$ cat src/rtl/multicycle_ctrl_if.sv
`default_nettype none
// ============================================================================
//  Module   : multicycle_ctrl_if
//  Brief    : Instruction/status inputs and datapath control outputs of the
//             multicycle controller.
//  Revision : 1.0
// ============================================================================
interface multicycle_ctrl_if;
    logic [5:0]  op;
    logic [5:0]  funct;
    logic        zero;
    logic        mem_ready;
    logic        pc_we;
    logic        ir_we;
    logic        mem_re;
    logic        mem_we;
    logic        reg_we;
    logic        regrt;
    logic        mem_to_reg;
    logic        illegal;
    logic [2:0]  aluop;
    logic [1:0]  alusrc_b;
    logic [1:0]  pc_src;
    logic [2:0]  state;
    logic [15:0] retired;

    modport master (
        output op, funct, zero, mem_ready,
        input  pc_we, ir_we, mem_re, mem_we, reg_we, regrt, mem_to_reg,
               illegal, aluop, alusrc_b, pc_src, state, retired
    );

    modport slave (
        input  op, funct, zero, mem_ready,
        output pc_we, ir_we, mem_re, mem_we, reg_we, regrt, mem_to_reg,
               illegal, aluop, alusrc_b, pc_src, state, retired
    );
endinterface
`default_nettype wire

$ cat src/rtl/multicycle_ctrl.sv
`default_nettype none
// ============================================================================
//  Module   : multicycle_ctrl
//  Brief    : Multicycle MIPS-subset control FSM with retired-instruction count.
//  Revision : 1.0
// ============================================================================
module multicycle_ctrl (
    input  wire logic         clk,
    input  wire logic         rst_n,
    multicycle_ctrl_if.slave  bus
);

    typedef enum logic [2:0] {
        ST_FETCH  = 3'd0,
        ST_DECODE = 3'd1,
        ST_EXEC   = 3'd2,
        ST_MEM    = 3'd3,
        ST_WB     = 3'd4,
        ST_TRAP   = 3'd7
    } state_t;

    localparam logic [2:0] c_cls_r    = 3'd0;
    localparam logic [2:0] c_cls_lw   = 3'd1;
    localparam logic [2:0] c_cls_sw   = 3'd2;
    localparam logic [2:0] c_cls_beq  = 3'd3;
    localparam logic [2:0] c_cls_addi = 3'd4;
    localparam logic [2:0] c_cls_j    = 3'd5;
    localparam logic [2:0] c_cls_bad  = 3'd7;

    localparam logic [2:0] c_alu_add = 3'b000;
    localparam logic [2:0] c_alu_sub = 3'b001;
    localparam logic [2:0] c_alu_and = 3'b010;
    localparam logic [2:0] c_alu_or  = 3'b011;
    localparam logic [2:0] c_alu_slt = 3'b100;

    localparam logic [1:0] c_srcb_reg   = 2'd0;
    localparam logic [1:0] c_srcb_four  = 2'd1;
    localparam logic [1:0] c_srcb_imm   = 2'd2;
    localparam logic [1:0] c_srcb_shimm = 2'd3;

    localparam logic [1:0] c_pc_alu    = 2'd0;
    localparam logic [1:0] c_pc_branch = 2'd1;
    localparam logic [1:0] c_pc_jump   = 2'd2;

    function automatic logic [2:0] classify(input logic [5:0] f_op, input logic [5:0] f_funct);
        logic [2:0] cls;
        cls = c_cls_bad;
        case (f_op)
            6'h00: begin
                case (f_funct)
                    6'h20, 6'h22, 6'h24, 6'h25, 6'h2A: cls = c_cls_r;
                    default:                           cls = c_cls_bad;
                endcase
            end
            6'h23:   cls = c_cls_lw;
            6'h2B:   cls = c_cls_sw;
            6'h04:   cls = c_cls_beq;
            6'h08:   cls = c_cls_addi;
            6'h02:   cls = c_cls_j;
            default: cls = c_cls_bad;
        endcase
        return cls;
    endfunction

    function automatic logic [2:0] alu_of_funct(input logic [5:0] f_funct);
        logic [2:0] alu;
        case (f_funct)
            6'h22:   alu = c_alu_sub;
            6'h24:   alu = c_alu_and;
            6'h25:   alu = c_alu_or;
            6'h2A:   alu = c_alu_slt;
            default: alu = c_alu_add;
        endcase
        return alu;
    endfunction

    state_t      r_state;
    logic [5:0]  r_op;
    logic [5:0]  r_funct;
    logic [15:0] r_retired;

    state_t      w_next;
    logic [2:0]  w_live_cls;
    logic [2:0]  w_cls;
    logic        w_retire;
    logic        w_pc_we, w_ir_we, w_mem_re, w_mem_we, w_reg_we;
    logic        w_regrt, w_mem_to_reg, w_illegal;
    logic [2:0]  w_aluop;
    logic [1:0]  w_alusrc_b, w_pc_src;

    // DECODE branches on the live fields; the captured copy is only valid afterwards.
    assign w_live_cls = classify(bus.op, bus.funct);
    assign w_cls      = classify(r_op, r_funct);

    always_comb begin
        w_pc_we      = 1'b0;
        w_ir_we      = 1'b0;
        w_mem_re     = 1'b0;
        w_mem_we     = 1'b0;
        w_reg_we     = 1'b0;
        w_regrt      = 1'b0;
        w_mem_to_reg = 1'b0;
        w_illegal    = 1'b0;
        w_aluop      = c_alu_add;
        w_alusrc_b   = c_srcb_reg;
        w_pc_src     = c_pc_alu;
        w_next       = ST_FETCH;
        case (r_state)
            ST_FETCH: begin
                w_mem_re   = 1'b1;
                w_alusrc_b = c_srcb_four;
                w_ir_we    = bus.mem_ready;
                w_pc_we    = bus.mem_ready;
                w_next     = bus.mem_ready ? ST_DECODE : ST_FETCH;
            end
            ST_DECODE: begin
                w_alusrc_b = c_srcb_shimm;
                if (w_live_cls == c_cls_j) begin
                    w_pc_we  = 1'b1;
                    w_pc_src = c_pc_jump;
                    w_next   = ST_FETCH;
                end else if (w_live_cls == c_cls_bad) begin
                    w_next = ST_TRAP;
                end else begin
                    w_next = ST_EXEC;
                end
            end
            ST_EXEC: begin
                case (w_cls)
                    c_cls_r: begin
                        w_aluop = alu_of_funct(r_funct);
                        w_next  = ST_WB;
                    end
                    c_cls_lw, c_cls_sw: begin
                        w_alusrc_b = c_srcb_imm;
                        w_next     = ST_MEM;
                    end
                    c_cls_addi: begin
                        w_alusrc_b = c_srcb_imm;
                        w_next     = ST_WB;
                    end
                    c_cls_beq: begin
                        w_aluop  = c_alu_sub;
                        w_pc_src = c_pc_branch;
                        w_pc_we  = bus.zero;
                        w_next   = ST_FETCH;
                    end
                    default: w_next = ST_FETCH;
                endcase
            end
            ST_MEM: begin
                if (w_cls == c_cls_lw) begin
                    w_mem_re = 1'b1;
                    w_next   = bus.mem_ready ? ST_WB : ST_MEM;
                end else if (w_cls == c_cls_sw) begin
                    w_mem_we = 1'b1;
                    w_next   = bus.mem_ready ? ST_FETCH : ST_MEM;
                end else begin
                    w_next = ST_FETCH;
                end
            end
            ST_WB: begin
                w_reg_we     = 1'b1;
                w_regrt      = (w_cls != c_cls_r);
                w_mem_to_reg = (w_cls == c_cls_lw);
                w_next       = ST_FETCH;
            end
            ST_TRAP: begin
                w_illegal = 1'b1;
                w_next    = ST_TRAP;
            end
            default: w_next = ST_FETCH;
        endcase
    end

    // Unused encodings 5/6 return to FETCH without counting as a retirement.
    assign w_retire = ((r_state == ST_DECODE) || (r_state == ST_EXEC) ||
                       (r_state == ST_MEM)    || (r_state == ST_WB)) &&
                      (w_next == ST_FETCH);

    always_ff @(posedge clk or negedge rst_n) begin
        if (!rst_n) begin
            r_state   <= ST_FETCH;
            r_op      <= 6'd0;
            r_funct   <= 6'd0;
            r_retired <= 16'd0;
        end else begin
            r_state <= w_next;
            if (r_state == ST_DECODE) begin
                r_op    <= bus.op;
                r_funct <= bus.funct;
            end
            if (w_retire) begin
                r_retired <= r_retired + 16'd1;
            end
        end
    end

    // Enables are gated by rst_n so they drop while reset is held, whatever the state.
    assign bus.pc_we      = w_pc_we  & rst_n;
    assign bus.ir_we      = w_ir_we  & rst_n;
    assign bus.mem_re     = w_mem_re & rst_n;
    assign bus.mem_we     = w_mem_we & rst_n;
    assign bus.reg_we     = w_reg_we & rst_n;
    assign bus.regrt      = w_regrt;
    assign bus.mem_to_reg = w_mem_to_reg;
    assign bus.illegal    = w_illegal;
    assign bus.aluop      = w_aluop;
    assign bus.alusrc_b   = w_alusrc_b;
    assign bus.pc_src     = w_pc_src;
    assign bus.state      = r_state;
    assign bus.retired    = r_retired;

endmodule
`default_nettype wire

$ cat src/flat_wrapper.sv
// flat-port wrapper written by rule: the top's interface ports become plain ports
module multicycle_ctrl_flat 
  (clk, rst_n, bus_op, bus_funct, bus_zero, bus_mem_ready, bus_pc_we, bus_ir_we, bus_mem_re, bus_mem_we, bus_reg_we, bus_regrt, bus_mem_to_reg, bus_illegal, bus_aluop, bus_alusrc_b, bus_pc_src, bus_state, bus_retired);
  multicycle_ctrl_if bus_i ();
  input  wire logic clk;
  input  wire logic rst_n;
  input wire logic [$bits(bus_i.op)-1:0] bus_op;
  input wire logic [$bits(bus_i.funct)-1:0] bus_funct;
  input wire logic [$bits(bus_i.zero)-1:0] bus_zero;
  input wire logic [$bits(bus_i.mem_ready)-1:0] bus_mem_ready;
  output wire logic [$bits(bus_i.pc_we)-1:0] bus_pc_we;
  output wire logic [$bits(bus_i.ir_we)-1:0] bus_ir_we;
  output wire logic [$bits(bus_i.mem_re)-1:0] bus_mem_re;
  output wire logic [$bits(bus_i.mem_we)-1:0] bus_mem_we;
  output wire logic [$bits(bus_i.reg_we)-1:0] bus_reg_we;
  output wire logic [$bits(bus_i.regrt)-1:0] bus_regrt;
  output wire logic [$bits(bus_i.mem_to_reg)-1:0] bus_mem_to_reg;
  output wire logic [$bits(bus_i.illegal)-1:0] bus_illegal;
  output wire logic [$bits(bus_i.aluop)-1:0] bus_aluop;
  output wire logic [$bits(bus_i.alusrc_b)-1:0] bus_alusrc_b;
  output wire logic [$bits(bus_i.pc_src)-1:0] bus_pc_src;
  output wire logic [$bits(bus_i.state)-1:0] bus_state;
  output wire logic [$bits(bus_i.retired)-1:0] bus_retired;
  assign bus_i.op = bus_op;
  assign bus_i.funct = bus_funct;
  assign bus_i.zero = bus_zero;
  assign bus_i.mem_ready = bus_mem_ready;
  assign bus_pc_we = bus_i.pc_we;
  assign bus_ir_we = bus_i.ir_we;
  assign bus_mem_re = bus_i.mem_re;
  assign bus_mem_we = bus_i.mem_we;
  assign bus_reg_we = bus_i.reg_we;
  assign bus_regrt = bus_i.regrt;
  assign bus_mem_to_reg = bus_i.mem_to_reg;
  assign bus_illegal = bus_i.illegal;
  assign bus_aluop = bus_i.aluop;
  assign bus_alusrc_b = bus_i.alusrc_b;
  assign bus_pc_src = bus_i.pc_src;
  assign bus_state = bus_i.state;
  assign bus_retired = bus_i.retired;
  multicycle_ctrl u_core (.clk(clk), .rst_n(rst_n), .bus(bus_i));
endmodule
$ cat config.mk
export PLATFORM = sky130hd
export DESIGN_NAME = multicycle_ctrl_flat
export DESIGN_NICKNAME = d
export VERILOG_FILES = /design/src/rtl/multicycle_ctrl_if.sv /design/src/rtl/multicycle_ctrl.sv /design/src/flat_wrapper.sv
export SDC_FILE = /design/constraint.sdc
export NUM_CORES = 1
export LEC_CHECK = 0
export CORE_MARGIN = 2
export CORE_UTILIZATION = 40
export DETAILED_ROUTE_END_ITERATION = 8
export DONT_BUFFER_PORTS = 1
export GPL_TIMING_DRIVEN = 0
export PLACE_DENSITY = 0.61
export SYNTH_ARGS = -nofsm -noshare
export SYNTH_HDL_FRONTEND = slang
export SYNTH_SLANG_ARGS = --single-unit
$ cat constraint.sdc
create_clock -name clk -period 4.11 [get_ports clk]
set_input_delay 0.6165 -clock clk [delete_from_list [all_inputs] [get_ports clk]]
set_output_delay 0.6165 -clock clk [all_outputs]
set_load 0.005 [all_outputs]
-- Word-level counts from Yosys, hierarchy flattened
Index checks and enable logic that the tools add are counted.
- flip-flop bits (word level): 31
- input port bits: 16
- output and inout bits: 34
- word-level logic and storage cells: 90
- add/sub/neg operators: 1
- eq/ne operators: 31
- muxes and demuxes: 34
- bitwise operators: 5
- reductions and logical operators: 15
- operators with widths (operator ; count):
    $eq 6x6->1 const B ; 14
    $pmux 3 s6 ; 2
    $mux 3 ; 8
    $add 16x1->16 const B ; 1
    $eq 3x3->1 const B ; 5
    $pmux 3 s5 ; 1
    $mux 1 ; 13
    $eq 3x2->1 const B ; 4
    $eq 6x2->1 const B ; 2
    $eq 6x3->1 const B ; 2
    $eq 6x4->1 const B ; 2
    $logic_not 6->1 ; 2
    $pmux 3 s2 ; 2
    $pmux 3 s4 ; 1
    $reduce_or 5->1 ; 2
    $logic_not 3->1 ; 3
    $eq 3x1->1 const B ; 2
    $mux 2 ; 3
    $pmux 2 s3 ; 1
    $and 1x1->1 ; 5
    $pmux 2 s2 ; 1
    $reduce_or 2->1 ; 2
    $logic_or 1x1->1 ; 3
    $pmux 1 s3 ; 1
    4 further kinds ; 4

-- Logic depth before layout (Yosys ltp)
Gate-level depths: netlist of run 1.
- depth after elaboration: 10
- gate-level depth with buffers: 7
- gate-level depth less buffers: 6

-- Worst setup path before layout of run 1
OpenSTA, ideal clock, no wires.
- kind: reg2out
- from: register u_core.r_op[5]
- to: output port bus_pc_we
- data arrival time: 1.669 ns
- data required time: 3.493 ns
- path slack: 1.824 ns
- cell stages (with the launch flop): 6
- buffers on the path: 0
- cells stage by stage: dfrtp_1 -> or4_1 -> a21o_1 -> a31o_2 -> nor2_1 -> a31o_2
- word-level cells in the longest chain between the ends: 6
- elaborated cells on any way between the ends: 11
- those cells by class: 6 x eq/ne; 3 x mux; 1 x bitwise; 1 x reduce/logical
- ends and longest elaborated chain (what ; RTL line ; text):
    start, declared ; multicycle_ctrl.sv:78 ; logic [5:0] r_op;
    start signal, assigned ; multicycle_ctrl.sv:190 ; r_op <= bus.op;
    $eq 6x2->1 (tied with other cells) ; multicycle_ctrl.sv:48 ; case (f_op)
    $pmux 3 s6 * ; multicycle_ctrl.sv:48 ;
    $eq 3x2->1 * ; multicycle_ctrl.sv:129 ; case (w_cls)
    $mux 1 * ; multicycle_ctrl.sv:129 ;
    $pmux 1 s3 * ; multicycle_ctrl.sv:108 ; case (r_state)
    $and 1x1->1 * ; multicycle_ctrl.sv:200 ; assign bus.pc_we = w_pc_we & rst_n;
    end, declared ; flat_wrapper.sv:11 ; output wire logic [$bits(bus_i.pc_we)-1:0] bus_pc_we;
Every way passes the cells marked *; elsewhere a longest branch is shown, timed or not.

-- Final worst setup path of run 1
- from: register u_core.r_op[3]
- to: output port bus_pc_we
The elaborated chain is that of the path after synthesis.

==> results of run 1 <==
## flip-flops by register name (all words and copies together) (netlist names)
register,flops
u_core.bus.retired,16
u_core.bus.state,3
u_core.r_funct,6
u_core.r_op,6
## synth_stat cells, drive strengths merged, types with 2 or more instances
| cell | instances | share of area (%) |
|---|---|---|
| clkbuf | 3 | 0.58 |
| inv | 4 | 0.78 |
| dfrtp | 31 | 40 |
| or3 | 2 | 0.65 |
| nor4 | 13 | 8.0 |
| buf | 6 | 2.0 |
| or4 | 2 | 0.97 |
| nand4 | 6 | 1.9 |
| and3 | 5 | 1.6 |
| nand2 | 49 | 9.5 |
| nor3 | 12 | 3.4 |
| nor2 | 9 | 1.7 |
| xor2 | 15 | 6.8 |
| a21o | 2 | 0.78 |
| nand2b | 5 | 1.6 |
| nor3b | 3 | 1.2 |
| and4 | 2 | 0.91 |
| nand3 | 11 | 3.5 |
| mux2i | 2 | 1.0 |
| a31o | 2 | 0.91 |
| o21ai | 5 | 1.5 |
| a21oi | 8 | 2.3 |
| nor4b | 3 | 1.7 |
| nand4b | 4 | 1.8 |
## power by group
part,internal [uW],switching [uW],total [uW],leakage (uW)
Sequential,305,0,305,0.000355
Combinational,3.38,2.30,5.68,0.000481
Clock,196,120,316,0.0000612
## path summary, 6_finish.rpt
| kind | start | to | slack, ns | cells after the start |
|---|---|---|---|---|
| max | u_core.r_op[3] | bus_pc_we | 1.32 | 6 |
| min | rst_n | u_core.bus.retired[10] | 0.02 | 0 |
| max reg2reg | u_core.r_op[4] | u_core.bus.retired[3] | 1.88 | 6 |
| min reg2reg | u_core.r_funct[3] | u_core.r_funct[3] | 0.49 | 2 |
| max in group asynchronous | rst_n | u_core.bus.retired[4] | 4.02 | 0 |
| min in group clk | bus_funct[5] | u_core.r_funct[5] | 0.44 | 2 |
## layout make-up
| class | instances | area share (%) |
|---|---|---|
| buffer | 9 | 2.36 |
| tap | 54 | 3.19 |
| sequential | 31 | 36.6 |
| inverter | 4 | 0.708 |
| clock inverter | 2 | 1.65 |
| clock buffer | 6 | 3.89 |
| multi-input combinational | 171 | 51.6 |
## metrics by stage
| stage | util (%) | setup WS (ns) |
|---|---|---|
| 3_5_place_dp | 42.7 | 1.62 |
| 6_report | 45.2 | 1.32 |
| 2_1_floorplan | - | 1.82 |
| 5_1_grt | 45.2 | 1.20 |
| 4_1_cts | 45.2 | 1.31 |
| 3_3_place_gp | 42.7 | 1.63 |
## routing by layer
metal  routed length (um)  global-route usage (%)  vias up
met4                   47                    4.44        0
met3                  389                    7.82        4
li1                     -                       -      784
met2                 1920                    25.6       45
met5                    0                       0        -
met1                 2130                    24.4      753
## worst reg2reg max path, cell delays in order, from the launching register on
cell,delay (ns)
dfrtp_1,0.40
nor2_1,0.28
nand2_1,0.24
nor3_2,0.53
buf_2,0.39
nor3_1,0.12
xor2_1,0.15
## placed cells by master, fill, tap and decap left out, types with 2 or more instances in the layout
cell type	instances
clkbuf_8	6
nand2b_1	5
xor2_1	15
dfrtp_1	31
nor4b_1	2
mux2i_1	2
and4_1	2
nor4_2	7
or3_1	2
nand2_1	49
nand4_1	6
nor4_1	4
nand4b_1	4
nor2_1	9
inv_1	4
a21o_1	2
clkbuf_1	3
nand3_1	10
nor3b_1	3
and3_1	5
a31o_2	2
o21ai_0	4
a21oi_1	7
nor3_1	11
buf_2	4
nor4_4	2
## cell families (layout without fill, tap and decap cells)
kind of cell / Yosys count / count (layout) / synth area share, %
AOI/OAI and AO/OA: 20 / 20 / 6.66
xor gates and xnor gates: 15 / 15 / 6.79
adders and majority gates: 2 / 2 / 1.16
buffers and inverters: 13 / 21 / 3.36
DFF: 31 / 31 / 40.1
muxes: 3 / 3 / 1.62
and+or+nand+nor: 131 / 131 / 40.3
==> flow_summary_export.csv, run 1 <==
group,metric,value,unit
worst_setup_path,crit_chain,"clkbuf_1 -> or4_1 -> a21o_1 -> a31o_2 -> nor2_1 -> a31o_2",
floorplanning,core,4690,um2
sta,finalHoldViolCount,0,
clock_network,ctsHoldBuffers,0,
placed_design,gp_congestion,0.749,
yosys,synthCells,215,
flow_run,max-cap-violations,0,
sta,finalSetupViolCount,0,
yosys,ys_seq_area_share,40.1,%
drt,first_pass_iters,4,
floorplanning,die_area,5410,um2
drt,drt_wl_total,4490,um
clock_network,cts_resized,0,
worst_setup_path,crit_path_max_fanout,8,
yosys,syn_area_per_cell,9.00,um2
sta,fin_tns_setup,0,ns
floorplanning,ioPinCount,50,
yosys,synth_edf_count,0,
clock_network,cts_sinks,31,
drt,via_count,1586,
sta,fin_crit,2.79,ns
clock_network,cts_buffer_depth,2,
worst_setup_path,cp.arrival,2.17,ns
yosys,synth_ff_type,"dfrtp_1",
clock_network,post_cts_buffers,0,
worst_setup_path,critPathTopFamily,"compound AO/OA/AOI/OAI gates",
clock_network,htreeDepth,2,
sta,clock_skew,0.00383,ns
placed_design,dp.cells,269,
power,power.density,296,nW/um2
grt,antenna_found_initial,0,
grt,grt_pass1_wl,7390,um
sta,drv_slew,0,
yosys,async_flop_share,100,%
clock_network,cts-buffers-inserted,5,
worst_setup_path,crit_path_frequent_cell,"a31o_2",
grt,grt_pass1_vias,1553,
floorplanning,die_w,73.6,um
layout,seqCellArea,776,um2
clock_network,path_clk_slew,0.07,ns
power,power.leakage,0.000897,uW
status,status,"completed",
floorplanning,die_y,73.6,um
yosys,ys_seq_elements,31,
worst_setup_path,critPathSlowestCell,"or4_1",
worst_setup_path,crit_buf_inv,1,
drt,drt_iter0_drc,103,
power,ir_drop,0.000167,V
layout,syn_to_final_growth,9.57,%
grt,grt_max_degree,35,
placed_design,placed_area,2000,um2
yosys,syn_area,1940,um2
placed_design,io_buffers,0,
layout,drive_gt1_share,14.8,%
power,p_total,627,uW
worst_setup_path,max_stage_delay,0.44,ns
floorplanning,num_rows,25,
sta,slew_headroom,47.9,%
placed_design,dp_hpwl,3340,um
layout,diodes,0,
drt,wl_per_cell,16.2,um
layout,multiInputGateArea,1090,um2
worst_setup_path,path_class,"reg -> out",
drt,antenna_left,0,
yosys,synth_nets,232,
grt,grt.total_usage,17.8,%
sta,worst_pin_slew,0.771,ns
yosys,yosys_warnings,0,
grt,grt_remaining_overflow,0,
clock_network,clk_latency,0.28,ns
floorplanning,initial_core_util,41.3,%
layout,final-instance-count-excl-fill,277,
clock_network,cts_root_buffer,"clkbuf_8",
min_path,hold_class,"in -> async",
layout,stdcell_area,2120,um2
yosys,yosysUniqueCellTypes,45,
layout,fill_cells,460,
drt,routed_via_density,5.73,
drt,drc_errors,0,
sta,fmaxAchievable,359,MHz
sta,finalCritPeriodShare,67.9,%
worst_setup_path,end_kind,"output pin",
worst_setup_path,critPathRequiredTime,3.49,ns
clock_network,cts_tree,"built",
sta,rsz0062_at_grt,"no",
layout,nets,239,
worst_setup_path,worstSetupStartpointType,"flip-flop",
sta,whs,0.0191,ns
Power figures use the tool's default switching activity.
==> run 2: changes to the inputs <==
- clock period: 4.11 -> 2.9 ns (I/O delays scaled with it)
==> flow_summary_export.csv, run 2 (same netlist as run 1, synthesis figures left out) <==
group,metric,value,unit
status,status,"completed",
drt,wl_per_cell,16.3,um
layout,layout_commonest_cell,"nand2_1",
floorplanning,ioPinCount,50,
sta,clock_skew,0.00410,ns
worst_setup_path,crit_chain,"clkbuf_1 -> or4_1 -> a21o_1 -> a31o_2 -> nor2_1 -> a31o_2",
layout,final_cell_mix,"nand2_1, dfrtp_1, xor2_1",
worst_setup_path,crit_path_max_fanout,8,
layout,diodes,0,
clock_network,cts_root_buffer,"clkbuf_8",
flow_run,max-cap-violations,0,
clock_network,htreeDepth,2,
drt,routed_via_density,5.76,
worst_setup_path,path_class,"reg -> out",
clock_network,post_cts_buffers,0,
sta,drv_slew,0,
power,power.density,421,nW/um2
placed_design,gp_congestion,0.749,
drt,first_pass_iters,4,
grt,antenna_found_initial,0,
floorplanning,num_rows,25,
worst_setup_path,critPathTopFamily,"compound AO/OA/AOI/OAI gates",
worst_setup_path,critPathRequiredTime,2.47,ns
layout,final_util,45.8,%
floorplanning,die_y,73.6,um
sta,rsz0062_at_grt,"no",
clock_network,path_clk_slew,0.07,ns
sta,finalHoldViolCount,0,
clock_network,cts_sinks,31,
clock_network,cts_tree,"built",
grt,grt.total_usage,18.0,%
clock_network,cts_resized,0,
grt,grt_max_degree,32,
floorplanning,initial_core_util,41.3,%
layout,syn_to_final_growth,11.1,%
sta,fin_tns_setup,0,ns
drt,via_count,1606,
drt,antenna_left,0,
drt,drt_iter0_drc,88,
placed_design,io_buffers,0,
clock_network,cts-buffers-inserted,5,
floorplanning,die_area,5410,um2
drt,drc_errors,0,
sta,slew_headroom,47.7,%
layout,drive_gt1_share,15.1,%
sta,finalSetupViolCount,0,
layout,nets,241,
placed_design,pre_cts_ws,0.595,ns
worst_setup_path,max_stage_delay,0.44,ns
worst_setup_path,worstSetupStartpointType,"flip-flop",
power,ir_drop,0.000237,V
drt,drt_wl_total,4540,um
min_path,hold_class,"in -> reg",
sta,fmaxAchievable,382,MHz
grt,grt_pass1_wl,7450,um
placed_design,dp.cells,269,
worst_setup_path,cp.arrival,2.18,ns
clock_network,ctsHoldBuffers,2,
sta,fin_crit,2.62,ns
placed_design,dp_hpwl,3340,um
layout,largest_reg_flops,16,
power,p_total,904,uW
clock_network,clk_latency,0.28,ns
floorplanning,die_w,73.6,um
clock_network,cts_buffer_depth,2,
worst_setup_path,crit_buf_inv,1,
power,power.leakage,0.000910,uW
grt,grt_remaining_overflow,0,
sta,finalCritPeriodShare,90.3,%
worst_setup_path,end_kind,"output pin",
worst_setup_path,critPathSlowestCell,"or4_1",
sta,worst_pin_slew,0.774,ns
worst_setup_path,crit_path_frequent_cell,"a31o_2",
layout,final-instance-count-excl-fill,279,
floorplanning,core,4690,um2
sta,setup_ws,0.282,ns
grt,grt_pass1_vias,1563,
run 2: cell count changes in the layout (fill, tap and decap cells not counted), sizes merged:
cell         delta
buf             +1
dlygate4sd3     +1
run 2: final timing paths:
| path | startpoint | end | slack (ns) | cells past startpoint |
|---|---|---|---|---|
| hold reg to reg | u_core.r_funct[3] | u_core.r_funct[3] | 0.49 | 2 |
| setup / recovery | u_core.r_op[3] | bus_pc_we | 0.28 | 6 |
| setup reg to reg | u_core.r_op[4] | u_core.bus.retired[3] | 0.67 | 6 |
| hold / removal | bus_op[3] | u_core.r_op[3] | 0.26 | 2 |
| max in group asynchronous | rst_n | u_core.r_funct[2] | 2.11 | 2 |
| min in group asynchronous | rst_n | u_core.bus.state[2] | 0.62 | 2 |
run 2: final cells by class:
type,instances,area [um2]
fill,459,2540
multi-input combinational,171,1090
sequential,31,776
clock buffer,6,82.6
tap,54,67.6
buffer,9,50.0
clock inverter,2,35.0
timing repair buffer,2,30.0
inverter,4,15.0
run 2: stage by stage:
stage          hold slack [ns]  cell area (um2)
2_1_floorplan            0.139             1940
3_3_place_gp             0.140             2000
3_5_place_dp             0.141             2000
4_1_cts                  0.255             2150
5_1_grt                  0.261             2150
6_report                 0.255             2150
run 2: metal layers:
layer / wire length (um) / track usage [%] / share of wire (%)
met5: 0 / 0 / 0
met4: 54 / 4.44 / 1.2
met3: 389 / 7.82 / 8.6
met2: 1910 / 25.6 / 42
met1: 2190 / 25.0 / 48
run 2: power by group:
group          switching, uW  total (uW)  internal [uW]
Sequential                 0         432            432
Clock                    173         451            278
Combinational           12.5        20.9           8.46
==> run 3: changes to the inputs <==
- GPL_TIMING_DRIVEN: 0 -> not set
==> flow_summary_export.csv, run 3 (same netlist as run 1, synthesis figures left out) <==
group,metric,value,unit
layout,diodes,0,
clock_network,cts_sinks,31,
grt,grt_pass1_vias,1483,
power,power.density,394,nW/um2
clock_network,cts_root_buffer,"clkbuf_8",
layout,fill_cells,469,
sta,finalHoldViolCount,0,
sta,worst_pin_slew,0.784,ns
clock_network,cts_resized,0,
drt,antenna_left,0,
layout,drive_gt1_share,14.5,%
floorplanning,die_w,73.6,um
floorplanning,initial_core_util,41.3,%
sta,fin_crit,2.57,ns
worst_setup_path,critPathRequiredTime,2.47,ns
drt,via_count,1561,
worst_setup_path,rr_endpoint,"u_core.bus.retired[13]",
sta,finalCritPeriodShare,88.7,%
flow_run,max-cap-violations,0,
sta,slew_headroom,47.3,%
drt,drc_errors,0,
power,power.leakage,0.000894,uW
min_path,min_from,"bus_op[2]",
min_path,hold-path-endpoint,"u_core.r_op[2]",
worst_setup_path,critPathSlowestCell,"or4_1",
worst_setup_path,end_kind,"output pin",
worst_setup_path,rr_startpoint,"u_core.bus.state[1]",
placed_design,gp_congestion,0.813,
drt,wl_per_cell,16.2,um
sta,fin_tns_setup,0,ns
worst_setup_path,crit_chain,"or4_1 -> a21o_1 -> a31o_2 -> nor2_1 -> a31o_2",
layout,largest_reg_flops,16,
floorplanning,core,4690,um2
worst_setup_path,reg2regPathDepth,5,
clock_network,htreeDepth,2,
placed_design,io_buffers,0,
floorplanning,die_area,5410,um2
layout,final_cell_mix,"nand2_1, dfrtp_1, xor2_1",
clock_network,cts_buffer_depth,2,
clock_network,ctsHoldBuffers,2,
clock_network,path_clk_slew,0.06,ns
placed_design,dp.cells,264,
drt,drt_iter0_drc,99,
worst_setup_path,cp.arrival,2.14,ns
worst_setup_path,max_stage_delay,0.53,ns
worst_setup_path,crit_path_frequent_cell,"a31o_2",
layout,final-instance-count-excl-fill,274,
grt,antenna_found_initial,0,
floorplanning,num_rows,25,
sta,clock_skew,0.00990,ns
drt,first_pass_iters,4,
clock_network,cts-buffers-inserted,5,
sta,fmaxAchievable,389,MHz
sta,finalSetupViolCount,0,
worst_setup_path,path_class,"reg -> out",
min_path,hold_path_depth,2,
grt,grt_max_degree,32,
power,ir_drop,0.000230,V
placed_design,dp_hpwl,3150,um
min_path,hold_class,"in -> reg",
layout,syn_to_final_growth,9.37,%
layout,layout_commonest_cell,"nand2_1",
worst_setup_path,reg2reg_slack,0.69,ns
floorplanning,ioPinCount,50,
layout,nets,236,
clock_network,cts_tree,"built",
clock_network,clk_latency,0.29,ns
drt,routed_via_density,5.70,
sta,rsz0062_at_grt,"no",
grt,grt_remaining_overflow,0,
grt,grt_pass1_wl,7280,um
grt,grt.total_usage,17.9,%
drt,drt_wl_total,4430,um
floorplanning,die_y,73.6,um
sta,drv_slew,0,
clock_network,post_cts_buffers,0,
worst_setup_path,worstSetupStartpointType,"flip-flop",
worst_setup_path,crit_path_max_fanout,6,
status,status,"completed",
run 3: worst max path at each step:
stage	from	endpoint	slack [ns]	depth (start not counted)
after detailed placement	bus_op[0]	u_core.bus.retired[1]	0.57	5
after global placement	bus_op[0]	u_core.bus.retired[1]	0.60	5
after CTS	u_core.r_op[5]	bus_pc_we	0.33	5
after global routing	u_core.r_op[5]	bus_pc_we	0.22	5
final	u_core.r_op[5]	bus_pc_we	0.33	5
after floorplan	u_core.r_op[5]	bus_pc_we	0.80	5
run 3: routing by layer:
layer	share of wire [%]	up-vias	track usage, %	wire (um)
li1	-	778	-	-
met3	8.0	6	7.54	356
met4	1.6	0	7.27	70
met2	40	52	22.5	1790
met5	0	-	0	0
met1	50	725	26.4	2220
run 3: power breakdown:
part | switching, uW | internal, uW | leakage, uW
registers | 0 | 432 | 0.000355
clock network | 165 | 216 | 0.0000505
logic | 12.1 | 8.46 | 0.000489
total | 177 | 656 | 0.000894
run 3: cell type report:
| type | instances | area [um2] | share of cell area, % |
|---|---|---|---|
| Multi-Input combinational cell | 171 | 1090 | 51.7 |
| Tap cell | 54 | 67.6 | 3.19 |
| Clock buffer | 7 | 96.3 | 4.55 |
| Inverter | 4 | 15.0 | 0.709 |
| Timing Repair Buffer | 6 | 60.1 | 2.84 |
| Sequential cell | 31 | 776 | 36.6 |
| Clock inverter | 1 | 7.51 | 0.355 |
run 3: through the flow:
stage	hold WS [ns]	power (uW)	instance area [um2]	setup slack [ns]	utilization, %
final	0.262	833	2120	0.329	45.1
after global routing	0.256	873	2120	0.215	45.1
after CTS	0.254	844	2120	0.326	45.1
after detailed placement	0.141	448	1980	0.574	42.3
after global placement	0.141	448	1980	0.599	42.3
after floorplan	0.139	447	1940	0.796	-
run 3: critical path: cells and delay by family (launching register included):
family | cells | cell delay [ns]
compound gates | 3 | 0.67
flops | 1 | 0.43
simple gates | 2 | 0.75
